`src/rtl/debouncer_multi.sv`:
```
// Purpose: per-channel synchroniser + saturating stability counter debouncer with optional rise/fall strobes.
// Latency: input change first sampled on edge E0 reaches o_state (and strobes) after edge E0+SYNC_STAGES+PERIOD-1.
// Backpressure: none; every input is sampled each clock and outputs are plain levels/strobes.
// Optional build macro: DEBOUNCER_EDGE_EN builds the o_rise/o_fall/o_any strobe registers; otherwise they are tied to 0.
module debouncer_multi #(
  parameter int CHANNELS    = 4,
  parameter int PERIOD      = 10,
  parameter int SYNC_STAGES = 2,
  parameter bit INIT_LEVEL  = 1'b0
) (
  input  logic                i_clk,
  input  logic                i_rst_n,
  input  logic [CHANNELS-1:0] i_in,
  output logic [CHANNELS-1:0] o_state,
  output logic [CHANNELS-1:0] o_rise,
  output logic [CHANNELS-1:0] o_fall,
  output logic                o_any
);

  localparam int             CW      = $clog2(PERIOD + 1);
  localparam logic [CW-1:0]  CNT_MAX = CW'(PERIOD - 1);

  logic [CHANNELS-1:0] sync_q [SYNC_STAGES];
  logic [CW-1:0]       cnt_q  [CHANNELS];
  logic [CHANNELS-1:0] state_q;
  logic [CHANNELS-1:0] s;
  logic [CHANNELS-1:0] differ;
  logic [CHANNELS-1:0] done;

  assign s = sync_q[SYNC_STAGES-1];

  // Shift each raw input through its synchroniser chain.
  always_ff @(posedge i_clk or negedge i_rst_n) begin
    if (!i_rst_n) begin
      for (int i = 0; i < SYNC_STAGES; i++) begin
        sync_q[i] <= {CHANNELS{INIT_LEVEL}};
      end
    end else begin
      sync_q[0] <= i_in;
      for (int i = 1; i < SYNC_STAGES; i++) begin
        sync_q[i] <= sync_q[i-1];
      end
    end
  end

  // Flag channels whose synchronised sample disagrees, and those that have qualified.
  always_comb begin
    differ = '0;
    done   = '0;
    for (int k = 0; k < CHANNELS; k++) begin
      differ[k] = s[k] ^ state_q[k];
      done[k]   = differ[k] && (cnt_q[k] == CNT_MAX);
    end
  end

  // Stability counters and debounced levels; any agreeing sample restarts qualification.
  always_ff @(posedge i_clk or negedge i_rst_n) begin
    if (!i_rst_n) begin
      state_q <= {CHANNELS{INIT_LEVEL}};
      for (int k = 0; k < CHANNELS; k++) begin
        cnt_q[k] <= '0;
      end
    end else begin
      state_q <= state_q ^ done;
      for (int k = 0; k < CHANNELS; k++) begin
        if (!differ[k] || done[k]) begin
          cnt_q[k] <= '0;
        end else begin
          cnt_q[k] <= cnt_q[k] + CW'(1);
        end
      end
    end
  end

  assign o_state = state_q;

`ifdef DEBOUNCER_EDGE_EN
  logic [CHANNELS-1:0] rise_q;
  logic [CHANNELS-1:0] fall_q;

  // Strobes register on the same edge as the level change, so they line up with the new o_state.
  always_ff @(posedge i_clk or negedge i_rst_n) begin
    if (!i_rst_n) begin
      rise_q <= '0;
      fall_q <= '0;
    end else begin
      rise_q <= done & s;
      fall_q <= done & ~s;
    end
  end

  assign o_rise = rise_q;
  assign o_fall = fall_q;
  assign o_any  = |(rise_q | fall_q);
`else
  assign o_rise = '0;
  assign o_fall = '0;
  assign o_any  = 1'b0;
`endif

endmodule

```
`config.mk`:
```
export PLATFORM = sky130hd
export DESIGN_NAME = debouncer_multi
export DESIGN_NICKNAME = d
export VERILOG_FILES = /design/src/rtl/debouncer_multi.sv
export SDC_FILE = /design/constraint.sdc
export NUM_CORES = 1
export LEC_CHECK = 0
export ABC_AREA = 0
export CAP_MARGIN = 25
export CELL_PAD_IN_SITES_DETAIL_PLACEMENT = 0
export CELL_PAD_IN_SITES_GLOBAL_PLACEMENT = 1
export CORE_MARGIN = 1
export CORE_UTILIZATION = 40
export CTS_BUF_LIST = sky130_fd_sc_hd__clkbuf_2 sky130_fd_sc_hd__clkbuf_4 sky130_fd_sc_hd__clkbuf_8
export CTS_CLUSTER_SIZE = 25
export DETAILED_ROUTE_END_ITERATION = 16
export PLACE_DENSITY = 0.79
export SLEW_MARGIN = 20
export SYNTH_ARGS = -nofsm -noshare
export SYNTH_HDL_FRONTEND = slang
export SYNTH_SLANG_ARGS = --single-unit
```
`constraint.sdc`:
```
create_clock -name i_clk -period 2.8 [get_ports i_clk]
set_input_delay 0.42 -clock i_clk [delete_from_list [all_inputs] [get_ports i_clk]]
set_output_delay 0.42 -clock i_clk [all_outputs]
set_load 0.005 [all_outputs]
```
==> out/metrics.cfg <==
[critical_path]
cp-end-kind = primary output
cp_max_fo = 3
start_kind = register
crit_buf_inv = 1
path_cells = clkdlybuf4s50_1
required_ps = 2380
r2r_setup_slack_ps = 1620
critPathSlowestCell = clkdlybuf4s50_1
worstPathArrival_ps = 1240
cpLargestDelayFamily = buffers and inverters
worstSetupPathType = register to primary output
critPathMaxStageDelay_ps = 510

[finish]
fin_nets = 122
fillCellCount = 257
fin_util = 0.482
flow.area_growth_from_synthesis_pct = 11.0
final_cells = 138
diodes = 0
drive_gt1_frac = 0.121

[cts]
cts_buffer_depth = 2
cts_resized = 0
hold_buffers = 0
worstSkewPairLatency_ps = 310
tritoncts = built
htree_levels = 1
cts_root_buffer = clkbuf_4
post-cts-setup-buffers = 0
clk_pin_slew_worst_paths_ps = 140
clock_sinks = 28
numCtsBuffers = 3

[synthesis]
synth.avg_cell_area_um2 = 13.1
synth.area.top_cells = dfrtp_1 57%, ha_1 8.2%, nand3b_4 6.5%, xor2_1 5.7%, buf_4 5.5%
ys_seq_area_frac = 0.571
yosysMostFrequentCell = dfrtp_1
ys_types = 12
ys_ff_latch = 28
yosysWarnings = 0
synth_common_cells = 28 x dfrtp_1, 16 x nor2_1, 9 x buf_4, 8 x ha_1, 8 x xor2_1
syn_area_mm2 = 0.00123
synth_async_sr_flop_share = 1.00
synth_edf_count = 0
netlist_instances = 94
yosys.area.top_type = dfrtp_1
synth_top_area_frac = 0.571
synth_top_flop_cell = dfrtp_1

[die]
die_y_um = 57.4
coreArea_mm2 = 0.00283
die_x_um = 57.4
std_cell_rows = 19
io_pins = 19
die-area_mm2 = 0.00329
initial_utilization = 0.434

[timing]
fin_crit_sh = 0.594
hold_violations = 0
finalCriticalPeriod_ps = 1660
drv_slew = 0
holdWs_ps = 367
final.setup.tns_ps = 0
fmax_ghz = 0.601
finalClockSkew_ps = 3.17
setup_viol = 0
rsz0062_at_grt = false

[global_routing]
grt_max_degree = 29
grt_pass1_wl_um = 2790
grt_pass1_vias = 669
antenna_found_initial = 0
track_usage = 0.110
grt_overflow_total = 0

[run_status]
failed_checks = DRC
outcome = finished with violations

[routing]
wl_um = 1470
post-route-drc-count = 1
ant_nets = 0
wire_per_inst_um = 10.6
vias = 623
first_pass_iters = 9
via_per_inst = 4.51
drt_iter0_markers = 11

[flow_run]
drv_cap = 0

[power_and_ir_drop]
power_density_mw_per_mm2 = 587
p_total_mw = 0.800
leakage_nw = 0.773
ir_worst_vdd_mv = 0.274

[placement]
dp_hpwl_um = 1100
gp_congestion = 0.663
dpl.cell_count = 134
port_buffers = 9

[worst_hold_path]
hp-class = register to register

==> worst reg2reg max path: stages, from the launching register on <==
cell and delay, ps:
dfrtp_1 430, inv_1 60, ha_1 200, nand3b_4 90
mux2_4 300
==> layout by cell type, fill, tap and decap left out <==
master,count
nor2_1,16
inv_1,4
ha_1,8
clkdlybuf4s50_1,9
nand3_1,4
mux2_4,4
nand3b_4,4
conb_1,9
xor2_1,8
nand2_1,4
dfrtp_1,28
xnor2_1,4
clkbuf_4,3
buf_4,1
clkbuf_8,1
==> per-layer routing <==
metal,GRT usage,vias up,routed length (um)
li1,-,304,-
met1,0.130,305,660
met2,0.188,12,732
met3,0.0408,2,60
met4,0.0314,0,13
met5,0,-,0
==> area by class of cell <==
type	instances	area, um^2	area share
repair buffers	10	97.6	0.0716
inverters	4	15.0	0.0110
multi-input cells	61	474	0.348
flip-flops and latches	28	701	0.514
clock buffers	4	36.3	0.0266
well taps	31	38.8	0.0285
==> final timing paths <==
kind                                      from            endpoint  cells after the start
hold / removal             sync_q[4]$_DFF_PN0_      s[0]$_DFF_PN0_                      0
hold reg to reg            sync_q[4]$_DFF_PN0_      s[0]$_DFF_PN0_                      0
max in group asynchronous              i_rst_n  cnt_q[0]$_DFF_PN0_                      2
setup / recovery                      register          o_state[2]                      1
min in group asynchronous              i_rst_n  cnt_q[4]$_DFF_PN0_                      2
setup reg to reg           cnt_q[13]$_DFF_PN0_            register                      4
==> power breakdown <==
part	switching, mW	leakage [nW]	internal [mW]
logic	0.0597	0.390	0.0663
clock network	0.109	0.0210	0.0794
registers	0.0376	0.362	0.447
==> per-stage QoR <==
| stage | instance area [um^2] | worst slack (ps) |
|---|---|---|
| 6_report | 1360 | 1140 |
| 4_1_cts | 1360 | 1110 |
| 3_5_place_dp | 1330 | 1500 |
| 2_1_floorplan | 1260 | 1690 |
| 5_1_grt | 1360 | 1070 |
| 3_3_place_gp | 1330 | 1520 |
==> cells by family (layout without fill, tap and decap cells) <==
group / Yosys count / in the layout / synth area share
buf+inv: 13 / 18 / 0.0673
other cells: 1 / 9 / 0.00306
fa+ha+maj: 8 / 8 / 0.0816
simple gates: 28 / 28 / 0.143
mux: 4 / 4 / 0.0489
flops: 28 / 28 / 0.571
xor+xnor: 12 / 12 / 0.0856
(Power assumes the default switching activity.)
==> edit 1: new RTL, same settings <==
The option `DEBOUNCER_EDGE_EN` is turned on by a define.
--- a/src/rtl/debouncer_multi.sv
+++ b/src/rtl/debouncer_multi.sv
@@ -2,6 +2,8 @@
 // Latency: input change first sampled on edge E0 reaches o_state (and strobes) after edge E0+SYNC_STAGES+PERIOD-1.
 // Backpressure: none; every input is sampled each clock and outputs are plain levels/strobes.
 // Optional build macro: DEBOUNCER_EDGE_EN builds the o_rise/o_fall/o_any strobe registers; otherwise they are tied to 0.
+`define DEBOUNCER_EDGE_EN
+
 module debouncer_multi #(
   parameter int CHANNELS    = 4,
   parameter int PERIOD      = 10,
Formal check against the unedited RTL: same outputs for any inputs over 10 cycles, from zero or initial values and one cycle with i_rst_n low; that may be too few to reach the edited logic, so the function may still have changed.
==> edit 1 against the unedited design <==
- worst hold slack got worse by 0.0093 ns
- via count rose by 25%
- core utilization rose by 3.7 points
- largest power group unchanged
- highest routed layer unchanged
- sequential cell count rose by 8
- area after synthesis rose by 17%
- sequential power rose by 25%
- worst setup slack got worse by 0.31 ns
- design area rose by 29%
- wire length rose by 43%
- die area rose by 16%
- critical path depth rose by 2
- total power rose by 37%
==> edit 1: results (changes against the unedited design) <==
- Outcome: finished clean
- ANT cells: 0 (unchanged)
- Dpl hpwl: 1.442 mm (+32%)
- Netlist cell types: 12 (unchanged)
- Critical path arrival: 1.55 ns (+0.31 ns)
- CP max FO: 2 (-1)
- Leak: 0.9313 nW (+20%)
- Worst slew pin tran: 0.4342 ns
- Post CTS Setup Buffer Count: 0 (unchanged)
- Peak VDD IR: 0.2458 mV (-10%)
- Share of cells above drive strength 1: 13.08% (+0.93 points)
- Hold WS: 0.3578 ns (-0.009294 ns)
- Primary FF master, synth: dfrtp_1
- H-Tree Depth: 2 (+1)
- Final GP Congestion: 0.6800 (+2.6%)
- Register-to-register setup slack: 1.61 ns
- Drt pass-1 iters: 3 (-6)
- IO Port Bufs: 18 (+9)
- Delay-heaviest family, CP: buffers and inverters
- Placed Area: 1678 um2 (+27%)
- Max Fclk: 0.5073 GHz (-16%)
- Avg Synthesized Cell Area: 13.91 um2 (+6.5%)
- Initial antenna violation count: 0 (unchanged)
- Synth cell count leaders: dfrtp_1, nor2_1, ha_1, nor3b_1, xor2_1
- Seq/Total Area, Yosys: 62.88% (+5.8 points)
- Yosys warns: 0 (unchanged)
- Largest net degree at the start of global routing: 37 (+28%)
- Global-route wire length before repair: 3.401 mm (+22%)
- Placed insts: 168 (+25%)
- Nets: 143 (+17%)
- Clock skew: 0.004535 ns (+0.001369 ns)
- Slowest stage cell, crit path: clkdlybuf4s50_1
- Clock latency on the worst-skew pair: 0.34 ns (+0.03 ns)
- CTS resizes: 0 (unchanged)
- CTS root buffer: clkbuf_4
- Sw frac: 24.40% (-1.4 points)
- Avg Vias per Cell: 4.432 (-1.8%)
- DR iter-0 viols: 12 (+1)
- Average wire per standard cell: 11.93 um (+12%)
- CP max stage delay: 0.44 ns (-0.07 ns)
- Number of buffers created by CTS: 5 (+2)
- Async S/R FF share, synth: 100.0% (unchanged)
- Placement Setup Slack: 1.172 ns (-0.3286 ns)
- Post-Layout Cell Count: 176 (+28%)
- Number of enable flip-flop cells after synthesis: 0 (unchanged)
- Hold crit path type: flop to flop
- Syn nets: 117
- Clk slew on worst S/H paths: 0.10 ns (-0.04 ns)
- Total GRT Usage: 13.40% (+2.4 points)
- Main area contributors after synthesis: dfrtp_1, ha_1, nand3b_4, xor2_1, mux2_4
- Clock Tree Buf Depth: 2 (unchanged)
[edit 1: cell types whose count changed in the layout (fill, tap and decap cells not counted), sizes merged, moves of 2 or more]
cell and change:
dfrtp +8, nor4 +2, clkdlybuf4s50 +9, nor3b +8, conb -9, clkbuf +2
[edit 1: power by group through the flow]
stage,clock (mW),combinational [mW],sequential (mW)
floorplan,0,0.0892,0.606
global placement,0,0.125,0.610
detailed placement,0,0.130,0.616
CTS,0.376,0.131,0.605
global route,0.395,0.148,0.613
finish,0.362,0.127,0.605
[edit 1: cell families after synthesis]
| group | count (synthesis) | synth area share (%) |
|---|---|---|
| simple gates | 39 | 17.56 |
| flops | 36 | 62.88 |
| xor+xnor | 12 | 7.336 |
| fa+ha+maj | 8 | 6.987 |
| buf+inv | 4 | 1.048 |
| mux | 4 | 4.192 |
[edit 1: path summary, 6_finish.rpt]
kind                                start         to  cells past startpoint
worst max register to register   cnt_q[9]       flop                      4
worst max-delay path            o_fall[0]      o_any                      3
max in group asynchronous         i_rst_n  cnt_q[15]                      2
worst min register to register  sync_q[5]       s[1]                      0
min in group asynchronous         i_rst_n   cnt_q[3]                      2
worst min-delay path            sync_q[5]       s[1]                      0
[edit 1: metal layers]
layer	wire length, um	vias up	GRT usage, %
met4	73	0	10.48
li1	-	386	-
met1	1054	366	16.82
met3	88	8	4.969
met5	0	-	0
met2	883	20	18.59
[edit 1: final cells by class]
type | count | area, um2
inverters | 4 | 15.01
multi-input cells | 63 | 516.7
fillers | 303 | 1632
well taps | 46 | 57.56
clock inverters | 2 | 35.03
clock buffers | 6 | 45.04
repair buffers | 19 | 187.7
flip-flops and latches | 36 | 900.9
[edit 1: worst reg2reg max path, stage by stage (launching register included)]
cell and delay [ns]:
dfrtp_1 0.42, inv_1 0.06, ha_1 0.19, nand3b_4 0.11, mux2_4 0.30
==> edit 2: new RTL, config.mk and constraints unchanged <==
Without the edit above. Put one more register stage on the output `o_state`, without a reset. The value now appears one clock later. The other outputs are not delayed to match. Comments in the files are not updated.
--- a/src/rtl/debouncer_multi.sv
+++ b/src/rtl/debouncer_multi.sv
@@ -72,7 +72,9 @@
     end
   end
 
-  assign o_state = state_q;
+  always_ff @(posedge i_clk) begin
+    o_state <= state_q;
+  end
 
 `ifdef DEBOUNCER_EDGE_EN
   logic [CHANNELS-1:0] rise_q;
Function: same outputs for any inputs over 10 cycles, from zero or initial values and one cycle with i_rst_n low; that may be too few to reach the edited logic, so the function may still have changed.
==> edit 2 against the unedited design <==
- wire length is 3.1% higher
- sequential share of layout area rose by 1.2 points
- worst setup slack better by 0.11 ns
- total power rose by 17%
- sequential cell count rose by 4
- worst hold slack got worse by 0.021 ns
- design area increased by 8.9%
- area after synthesis is 6.5% higher
- first-iteration DRC count is 82% higher
- count of clock-buffer cells in the layout rose by 2
- global-route usage shrank 0.51 points
- highest routed layer unchanged
==> edit 2: results (changes against the unedited design) <==
- Avg Synthesized Cell Area: 13.34 um2 (+2.2%)
- Netlist cell types: 13 (+1)
- Clk slew on worst S/H paths: 0.10 ns (-0.04 ns)
- Total GRT Usage: 10.52% (-0.51 points)
- Delay-heaviest family, CP: buffers and inverters
- Async S/R FF share, synth: 87.50% (-13 points)
- Synth cell count leaders: dfrtp_1, nor2_1, buf_4
- Nets: 128 (+4.9%)
- CP max stage delay: 0.49 ns (-0.02 ns)
- DR iter-0 viols: 20 (+9)
- Placed insts: 151 (+13%)
- Clock skew: 0.01406 ns (+0.01089 ns)
- Peak VDD IR: 0.2306 mV (-16%)
- DR vias: 653 (+4.8%)
- Seq/Total Area, Yosys: 59.71% (+2.6 points)
- Global-route wire length before repair: 2.559 mm (-8.4%)
- Placed Area: 1423 um2 (+7.3%)
- Hold crit path type: flop to flop
- Number of buffers created by CTS: 5 (+2)
- Avg Vias per Cell: 4.107 (-9.0%)
- Worst R2R Path Depth: 3 (-1)
- Average wire per standard cell: 9.503 um (-11%)
- Critical path arrival: 1.13 ns (-0.11 ns)
- Fillers: 287 (+12%)
- Dpl hpwl: 1.058 mm (-3.6%)
- Placement Setup Slack: 1.611 ns (+0.1103 ns)
- Leak: 0.8225 nW (+6.4%)
- CP max FO: 1 (-2)
- Outcome: finished clean
- Share of cells above drive strength 1: 14.78% (+2.6 points)
- H-Tree Depth: 2 (+1)
- Drt pass-1 iters: 4 (-5)
- Final GP Congestion: 0.6608 (-0.29%)
## edit 2: changes by cell type in the layout (fill, tap and decap cells not counted), sizes merged
cell    delta
dfxtp      +4
clkbuf     +2
clkinv     +2
## edit 2: worst paths after layout
kind | from | to | slack [ns]
min reg2reg | sync_q[4] | s[0] | 0.35
max reg2reg | cnt_q[12] | flop | 1.64
min in group asynchronous | i_rst_n | s[2] | 0.45
max in group asynchronous | i_rst_n | cnt_q[3] | 2.08
max | o_state[0] | o_state[0] | 1.25
min | sync_q[4] | s[0] | 0.35
## edit 2: power breakdown
part           switching (mW)  leakage [nW]  internal (mW)
Clock                   0.147        0.0380          0.119
Combinational          0.0596         0.390         0.0655
Sequential             0.0377         0.394          0.508
Total                   0.244         0.823          0.693
## edit 2: kinds of logic after synthesis
family / share of synthesized area (%)
flops: 59.71
simple gates: 13.40
buf+inv: 6.315
xor+xnor: 8.038
fa+ha+maj: 7.656
mux: 4.593
other cells: 0.2868
## edit 2: layout make-up
| class | count | area (um2) | area share (%) |
|---|---|---|---|
| clock buffer | 6 | 51.30 | 3.457 |
| timing repair buffer | 10 | 97.59 | 6.577 |
| multi-input combinational | 61 | 474.2 | 31.96 |
| clock inverter | 2 | 10.01 | 0.6745 |
| inverter | 4 | 15.01 | 1.012 |
| sequential | 32 | 780.7 | 52.61 |
| tap | 44 | 55.05 | 3.710 |
## edit 2: metal layers
| metal | routed length (um) | up-vias | GRT usage (%) | share of wire (%) |
|---|---|---|---|---|
| li1 | - | 320 | - | - |
| met1 | 737 | 311 | 13.15 | 49 |
| met2 | 658 | 17 | 14.12 | 44 |
| met3 | 67 | 5 | 3.930 | 4.4 |
| met4 | 48 | 0 | 9.184 | 3.2 |
| met5 | 0 | - | 0 | 0 |
